==> src/rtl/board_scan_draw.sv <==
// Clears the VGA framebuffer or scans the game board, plotting each cell as a square.
// Define BOARD_GRID_EN to draw the last row/column of every cell in GRID_COLOUR.
module board_scan_draw #(
    parameter int         SCREEN_W    = 160,
    parameter int         SCREEN_H    = 120,
    parameter int         BOARD_COLS  = 10,
    parameter int         BOARD_ROWS  = 20,
    parameter int         CELL_PX     = 6,
    parameter int         ORIGIN_X    = 3,
    parameter int         ORIGIN_Y    = 0,
    parameter logic [2:0] BG_COLOUR   = 3'b000,
    parameter logic [2:0] GRID_COLOUR = 3'b111
) (
    input  logic                          CLOCK_50,
    input  logic                          reset,
    input  logic                          clear_req,
    input  logic                          draw_req,
    output logic [$clog2(BOARD_COLS)-1:0] cell_col,
    output logic [$clog2(BOARD_ROWS)-1:0] cell_row,
    input  logic [2:0]                    cell_colour,
    output logic [7:0]                    vga_x,
    output logic [6:0]                    vga_y,
    output logic [2:0]                    vga_colour,
    output logic                          vga_plot,
    output logic                          busy,
    output logic                          done
);

    localparam int CW = $clog2(BOARD_COLS);
    localparam int RW = $clog2(BOARD_ROWS);

    localparam logic [8:0]    X_LAST   = 9'(SCREEN_W - 1);
    localparam logic [8:0]    Y_LAST   = 9'(SCREEN_H - 1);
    localparam logic [8:0]    P_LAST   = 9'(CELL_PX - 1);
    localparam logic [CW-1:0] COL_LAST = CW'(BOARD_COLS - 1);
    localparam logic [RW-1:0] ROW_LAST = RW'(BOARD_ROWS - 1);

    if ((ORIGIN_X + BOARD_COLS * CELL_PX > SCREEN_W) ||
        (ORIGIN_Y + BOARD_ROWS * CELL_PX > SCREEN_H)) begin : g_bad_geom
        $error("board_scan_draw: board does not fit on the screen");
    end

    typedef enum logic [2:0] {
        IDLE,
        CLEAR,
        FETCH0,
        FETCH1,
        DRAW,
        FIN
    } state_t;

    state_t        state, state_n;
    logic [8:0]    x, x_n, y, y_n;
    logic [8:0]    px, px_n, py, py_n;
    logic [CW-1:0] col, col_n;
    logic [RW-1:0] row, row_n;
    logic [2:0]    cell_q, cell_q_n;

    logic [7:0] vga_x_n;
    logic [6:0] vga_y_n;
    logic [2:0] colour_n;
    logic       plot_n, busy_n, done_n, grid_px;

    assign cell_col = col;
    assign cell_row = row;

    always_comb begin
        state_n  = state;
        x_n      = x;
        y_n      = y;
        px_n     = px;
        py_n     = py;
        col_n    = col;
        row_n    = row;
        cell_q_n = cell_q;

        unique case (state)
            IDLE: begin
                if (clear_req) begin
                    state_n = CLEAR;
                    x_n     = '0;
                    y_n     = '0;
                end else if (draw_req) begin
                    state_n = FETCH0;
                    col_n   = '0;
                    row_n   = '0;
                end
            end
            CLEAR: begin
                if (x == X_LAST) begin
                    x_n = '0;
                    if (y == Y_LAST) state_n = FIN;
                    else             y_n     = y + 9'd1;
                end else begin
                    x_n = x + 9'd1;
                end
            end
            FETCH0: state_n = FETCH1;
            FETCH1: begin
                state_n  = DRAW;
                px_n     = '0;
                py_n     = '0;
                cell_q_n = cell_colour;
            end
            DRAW: begin
                if (px == P_LAST) begin
                    px_n = '0;
                    if (py == P_LAST) begin
                        py_n    = '0;
                        state_n = FETCH0;
                        if (col == COL_LAST) begin
                            col_n = '0;
                            if (row == ROW_LAST) begin
                                col_n   = col;
                                state_n = FIN;
                            end else begin
                                row_n = row + RW'(1);
                            end
                        end else begin
                            col_n = col + CW'(1);
                        end
                    end else begin
                        py_n = py + 9'd1;
                    end
                end else begin
                    px_n = px + 9'd1;
                end
            end
            FIN:     state_n = IDLE;
            default: state_n = IDLE;
        endcase

        // Outputs are registered from the next-state view so they line up with state.
        vga_x_n  = vga_x;
        vga_y_n  = vga_y;
        colour_n = vga_colour;
        plot_n   = 1'b0;
        busy_n   = 1'b0;
        done_n   = 1'b0;
`ifdef BOARD_GRID_EN
        grid_px  = (px_n == P_LAST) || (py_n == P_LAST);
`else
        grid_px  = 1'b0;
`endif

        unique case (state_n)
            CLEAR: begin
                vga_x_n  = 8'(x_n);
                vga_y_n  = 7'(y_n);
                colour_n = BG_COLOUR;
                plot_n   = 1'b1;
                busy_n   = 1'b1;
            end
            DRAW: begin
                vga_x_n  = 8'(9'(ORIGIN_X) + 9'(col_n) * 9'(CELL_PX) + px_n);
                vga_y_n  = 7'(9'(ORIGIN_Y) + 9'(row_n) * 9'(CELL_PX) + py_n);
                colour_n = grid_px ? GRID_COLOUR : cell_q_n;
                plot_n   = 1'b1;
                busy_n   = 1'b1;
            end
            FETCH0, FETCH1: busy_n = 1'b1;
            FIN:            done_n = 1'b1;
            default: ;
        endcase
    end

    always_ff @(posedge CLOCK_50 or posedge reset) begin
        if (reset) begin
            state      <= IDLE;
            x          <= '0;
            y          <= '0;
            px         <= '0;
            py         <= '0;
            col        <= '0;
            row        <= '0;
            cell_q     <= '0;
            vga_x      <= '0;
            vga_y      <= '0;
            vga_colour <= '0;
            vga_plot   <= 1'b0;
            busy       <= 1'b0;
            done       <= 1'b0;
        end else begin
            state      <= state_n;
            x          <= x_n;
            y          <= y_n;
            px         <= px_n;
            py         <= py_n;
            col        <= col_n;
            row        <= row_n;
            cell_q     <= cell_q_n;
            vga_x      <= vga_x_n;
            vga_y      <= vga_y_n;
            vga_colour <= colour_n;
            vga_plot   <= plot_n;
            busy       <= busy_n;
            done       <= done_n;
        end
    end

endmodule

==> config.mk <==
export PLATFORM = sky130hd
export DESIGN_NAME = board_scan_draw
export DESIGN_NICKNAME = d
export VERILOG_FILES = /design/src/rtl/board_scan_draw.sv
export SDC_FILE = /design/constraint.sdc
export NUM_CORES = 1
export LEC_CHECK = 0
export CORE_AREA = 5 5 111 103
export DETAILED_ROUTE_END_ITERATION = 12
export DIE_AREA = 0 0 116 108
export GPL_ROUTABILITY_DRIVEN = 0
export GPL_TIMING_DRIVEN = 0
export MAX_ROUTING_LAYER = met4
export PLACE_DENSITY_LB_ADDON = 0.08
export SETUP_SLACK_MARGIN = 0.5
export SLEW_MARGIN = 30
export SYNTH_ARGS = -nofsm -noshare
export SYNTH_HDL_FRONTEND = slang
export SYNTH_SLANG_ARGS = --single-unit
==> constraint.sdc <==
create_clock -name CLOCK_50 -period 5.17 [get_ports CLOCK_50]
set_input_delay 1.034 -clock CLOCK_50 [delete_from_list [all_inputs] [get_ports CLOCK_50]]
set_output_delay 1.034 -clock CLOCK_50 [all_outputs]
set_load 0.1 [all_outputs]
Word level (Yosys, flattened, before mapping)

Cells that the tools add are included.

Register bits after elaboration: 72
Input port bits: 7
Output and inout port bits: 30
Word-level logic and storage cells: 94

$add $sub $neg: 9
$mul: 2
Equal/unequal tests: 18
Muxes and demuxes: 42
Reduce and logical (&&, ||, !) cells: 7

Operators with widths:

| cell                  | count |
|---|---|
| $mux W9               | 8 |
| $pmux W9 S2           | 4 |
| $add A9 B1 Y9 const B | 4 |
| $mux W5               | 6 |
| $mux W3               | 9 |
| $mux W4               | 6 |
| $eq A9 B3 Y1 const B  | 2 |
| $pmux W8 S2           | 1 |
| $pmux W3 S5           | 1 |
| $pmux W7 S2           | 1 |
| $eq A3 B2 Y1 const B  | 4 |
| $pmux W5 S2           | 1 |
| $eq A3 B3 Y1 const B  | 3 |
| $eq A9 B7 Y1 const B  | 1 |
| $eq A9 B8 Y1 const B  | 1 |
| $add A2 B7 Y8 const A | 1 |
| $add A8 B8 Y8         | 1 |
| $pmux W4 S2           | 1 |
| $add A7 B7 Y7         | 1 |
| $eq A3 B1 Y1 const B  | 2 |
| $mul A4 B2 Y6 const B | 1 |
| $mul A5 B2 Y6 const B | 1 |
| $ne A2 B2 Y1 const B  | 3 |
| $pmux W3 S2           | 1 |
| other kinds (11)      | 14 |

Depth between registers and ports, before layout

Depth after elaboration: 10
Depth in mapped cells: 21
Gate-level depth less buffers: 21

Least setup slack after synthesis

OpenSTA, ideal clock, no wires.

Path kind: flip-flop to flip-flop
Start: reg col[1] (netlist: cell_col[1])
End: reg vga_x[7]
Setup time: 0.126 ns
Data arrival time: 4.678 ns
Data required time: 5.044 ns
Setup slack: 0.365 ns
Cell stages (with the launch flop): 21
Buffers on the path: 1
Clock period less this slack: 4.805 ns
Cell sequence: dfrtp_1 > inv_1 > ha_1 > and3b_1 > clkbuf_1 > a21oi_2 > a21oi_1 > nand2b_1 > nand2_1 > o21ai_0 > ha_1 > fa_1 > ha_1 > ha_1 > nor2b_1 > o21a_1 > o21ai_0 > nand2b_1 > a21oi_1 > xnor2_1 > a221o_1

Word-level cells in the longest chain between the ends: 9
Elaborated cells on any way between the ends: 20
Classes of those cells: 3 x add/sub; 1 x mul; 3 x eq/ne; 12 x mux; 1 x reduce/logical

Ends and longest elaborated chain:

| item                                        | line | RTL |
|---|---|---|
| start: declaration                          | 55   | `logic [CW-1:0] col, col_n;` |
| start signal: assignment                    | 189  | `col <= col_n;` |
| $add A4 B1 Y4, or another cell as far along | 120  | `col_n = col + CW'(1);` |
| $mux W4                                     | 111  | `if (col == COL_LAST) begin` |
| $mux W4                                     | 108  | `if (py == P_LAST) begin` |
| $mux W4                                     | 106  | `if (px == P_LAST) begin` |
| $pmux W4 S2 *                               | 77   | `unique case (state)` |
| net col_n[1]                                | 55   |  |
| $mul A4 B2 Y6 *                             | 155  | `vga_x_n = 8'(9'(ORIGIN_X) + 9'(col_n) * 9'(CELL_PX) + px_n);` |
| $add A2 B7 Y8 *                             | 155  |  |
| $add A8 B8 Y8 *                             | 155  |  |
| $pmux W8 S2 *                               | 146  | `unique case (state_n)` |
| end signal: assignment                      | 192  | `vga_x <= vga_x_n;` |
| end: declaration                            | 21   | `output logic [7:0] vga_x,` |

The timed path passes the listed nets; every way through them passes the cells marked *.
A chain may end at the register's enable or synchronous reset.

Worst setup path in the final report

Start: in draw_req
End: reg vga_x[7]

Word-level cells in the longest chain between the ends: 7
Elaborated cells on any way between the ends: 13
Classes of those cells: 2 x add/sub; 1 x mul; 2 x eq/ne; 7 x mux; 1 x reduce/logical

Ends and longest elaborated chain:

| item               | line | RTL |
|---|---|---|
| start: declaration | 17   | `input logic draw_req,` |
| $mux W4            | 83   | `end else if (draw_req) begin` |
| $mux W4            | 79   | `if (clear_req) begin` |
| $pmux W4 S2        | 77   |  |
| net col_n[1]       | 55   |  |
| $mul A4 B2 Y6      | 155  |  |
| $add A2 B7 Y8      | 155  |  |
| $add A8 B8 Y8      | 155  |  |
| $pmux W8 S2        | 146  |  |

The timed path passes the listed nets, and every way through them passes these cells.

==> flow_metrics.tcl <==
set metrics [dict create \
    cts-root-buf "clkbuf_16" \
    cts-hold-fix-buffers 0 \
    r2r_slack_ns 0.77 \
    tightest_slew_ns 0.983 \
    stdcell_area_um2 5420 \
    syn_to_final_growth_pct 21.5 \
    drive_gt1_share_pct 11.5 \
    io_buffers 36 \
    grt_usage_pct 19.8 \
    wl_per_cell_um 17.4 \
    holdWs_ns 0.492 \
    cpPeakStageDelay_ns 0.50 \
    nNetsFinal 560 \
    worst_setup_path_end_kind "flip-flop" \
    antenna_cells 0 \
    final_max_slew_viol_count 0 \
    synthMuxAreaShare_pct 1.43 \
    core_area_um2 10100 \
    holdPathEnd "x[8]" \
    drt-initial-drc-count 234 \
    cap_viol_max_count 0 \
    fin_crit_ns 4.46 \
    startpoint_type "primary input" \
    antenna_found_initial 0 \
    drc 0 \
    clk_pin_slew_ns 0.07 \
    routed_wl_um 11300 \
    cp_max_fo 4 \
    final_common_cell "dfrtp_1" \
    synth_simple_gate_area_share_pct 18.9 \
    synth_xor_area_share_pct 4.71 \
    reg2reg_to "vga_x[7]" \
    stdcell_count 649 \
    post-route-util_pct 53.8 \
    rsz0062_at_grt "false" \
    synth-seq-area-share_pct 40.4 \
    critPathArrivalTime_ns 4.67 \
    finalCritPeriodShare_pct 86.2 \
    crit_top_cell "ha_1" \
    syn-mean-instance-area_um2 9.64 \
    synth_cell_types 60 \
    clock_skew_ns 0.00830 \
    first_pass_iters 4 \
    cts_tree "built" \
    r2r-start "cell_row[0]" \
    cts.htree.levels 3 \
    synth_fa_ha_area_share_pct 11.3 \
    netlist_instances 463 \
    hold_viol 0 \
    ant_nets 0 \
    clock_latency_ns 0.33 \
    first_global_vias 3723 \
    critPathTopFamily "adder cells" \
    initial_core_util_pct 44.3 \
    cts_buffer_depth 2 \
    p_leak_nw 2.41 \
    fp.dieW_um 116 \
    drt-vias-per-instance 5.63 \
    cts_buffers 9 \
    setup_viol 0 \
    synthFlopType "dfrtp_1" \
    max_clock_freq_mhz 224 \
    critPathBufInv 1 \
    crit_type "primary input to flip-flop" \
    grt_pass1_wl_um 18900 \
    ir_worst_vdd_v 0.000133 \
    cpMaxStageDelayCell "clkdlybuf4s50_1" \
    final_cell_mix "68 x dfrtp_1, 61 x nand2_1, 40 x o21ai_0, 35 x clkdlybuf4s50_1, 33 x ha_1" \
    synth_compound_area_share_pct 20.2 \
    place_area_um2 5020 \
    synth_area_um2 4460 \
    synth_top_family_by_area "compound AO/OA/AOI/OAI gates" \
    crit_required_ns 5.38 \
    dp_hpwl_um 8290 \
    clock-sinks 72 \
    reg2reg_depth 19 \
    die_area_um2 12500 \
    rows 35 \
    power_w 0.00121 \
    synthArstFlopShare_pct 100 \
    min_from "x[8]" \
    die_h_um 108 \
    io_pins 37 \
    vias 3653 \
    syn_nets 508 \
    crit_path_cell_trace "clkdlybuf4s50_1, nor3b_4, and2_4, a21oi_1, nand2b_4, nand2_1, o21ai_2, ha_2, fa_1, ha_1, ha_1, nor2b_1, o21a_1, o21ai_0, nand2b_1, a21oi_2, xnor2_1, a221o_1" \
    yosys_warnings 0 \
    outcome "finished clean" \
    max-slew-margin-rel_pct 34.3 \
    hold_depth 1 \
    grt_max_degree 48 \
    grt-ovfl-total 0 \
    synth_edf_count 0 \
    ys_ff_latch 72 \
    p_per_area_nw_per_um2 223 \
    hold_path_class "flip-flop to flip-flop" \
    dp_cells 629 \
]
## logic make-up (layout without fill, tap and decap cells)
kind of cell               count (synthesis)  count (layout)
DFF                                       72              72
buffers and inverters                     33              90
and+or+nand+nor                          159             159
xor gates and xnor gates                  24              24
muxes                                      6               6
adders and majority gates                 38              38
AOI/OAI and AO/OA                        131             131
## worst max-delay path by stage
stage | end | from | cells after the start | slack, ns
3_3_place_gp | vga_x[7] | clear_req | 18 | -0.13
4_1_cts | vga_x[7] | clear_req | 18 | 0.52
6_report | vga_x[7] | draw_req | 18 | 0.71
5_1_grt | vga_x[7] | draw_req | 18 | 0.50
3_5_place_dp | vga_x[7] | clear_req | 18 | -0.11
2_1_floorplan | vga_x[7] | cell_col[2] | 18 | 0.60
## power by group
group	internal (W)	switching (W)
Combinational	0.0000101	0.0000236
Clock	0.000334	0.000274
Sequential	0.000565	0.000000901
## through the flow
stage	setup WS (ns)	TNS [ns]
global route	0.501	0
finish	0.715	0
floorplan	0.601	0
CTS	0.523	0
detailed placement	-0.110	-0.110
global placement	-0.126	-0.126
## timing repair
action / in CTS / in global routing
setup endpoints to repair: 1 / 5
buffers inserted: 2 / 2
gates resized for setup: 6 / 12
pin swaps: 2 / 3
## cell usage after synthesis, types with 7 or more instances
master | instances | area share (%)
ha_1 | 34 | 9.5
o31ai_1 | 9 | 1.5
nand3_1 | 15 | 1.7
nor2_1 | 17 | 1.4
inv_1 | 20 | 1.7
a21oi_1 | 18 | 2.0
nand2b_1 | 7 | 0.98
o21ai_0 | 43 | 4.8
nand2_1 | 61 | 5.1
nand4_1 | 11 | 1.5
dfrtp_1 | 72 | 40
xnor2_1 | 14 | 2.7
clkbuf_1 | 9 | 0.76
xor2_1 | 10 | 2.0
a21o_1 | 14 | 2.4
## state kept, by name (all words and copies together) (netlist names), 3 cells and up
register	cells
cell_q	3
vga_y	7
vga_colour	3
cell_col	4
x	9
y	9
state	3
px	9
vga_x	8
py	9
cell_row	5
## routing by layer
| metal | up-vias | share of wire, % | wire (um) | track usage (%) |
|---|---|---|---|---|
| li1 | 1814 | - | - | - |
| met1 | 1776 | 50 | 5680 | 27.9 |
| met4 | 0 | 0.46 | 52 | 3.73 |
| met2 | 59 | 46 | 5250 | 30.7 |
| met5 | - | 0 | 0 | - |
| met3 | 4 | 3.0 | 343 | 3.25 |
## area by class of cell
cell class	count	area [um2]
fill	966	4650
multi-input combinational	358	2610
sequential	72	1810
timing repair buffer	41	420
clock buffer	9	225
tap	129	161
inverter	20	77.6
buffer	13	62.6
clock inverter	7	60.1
Power figures use the tool's default switching activity.
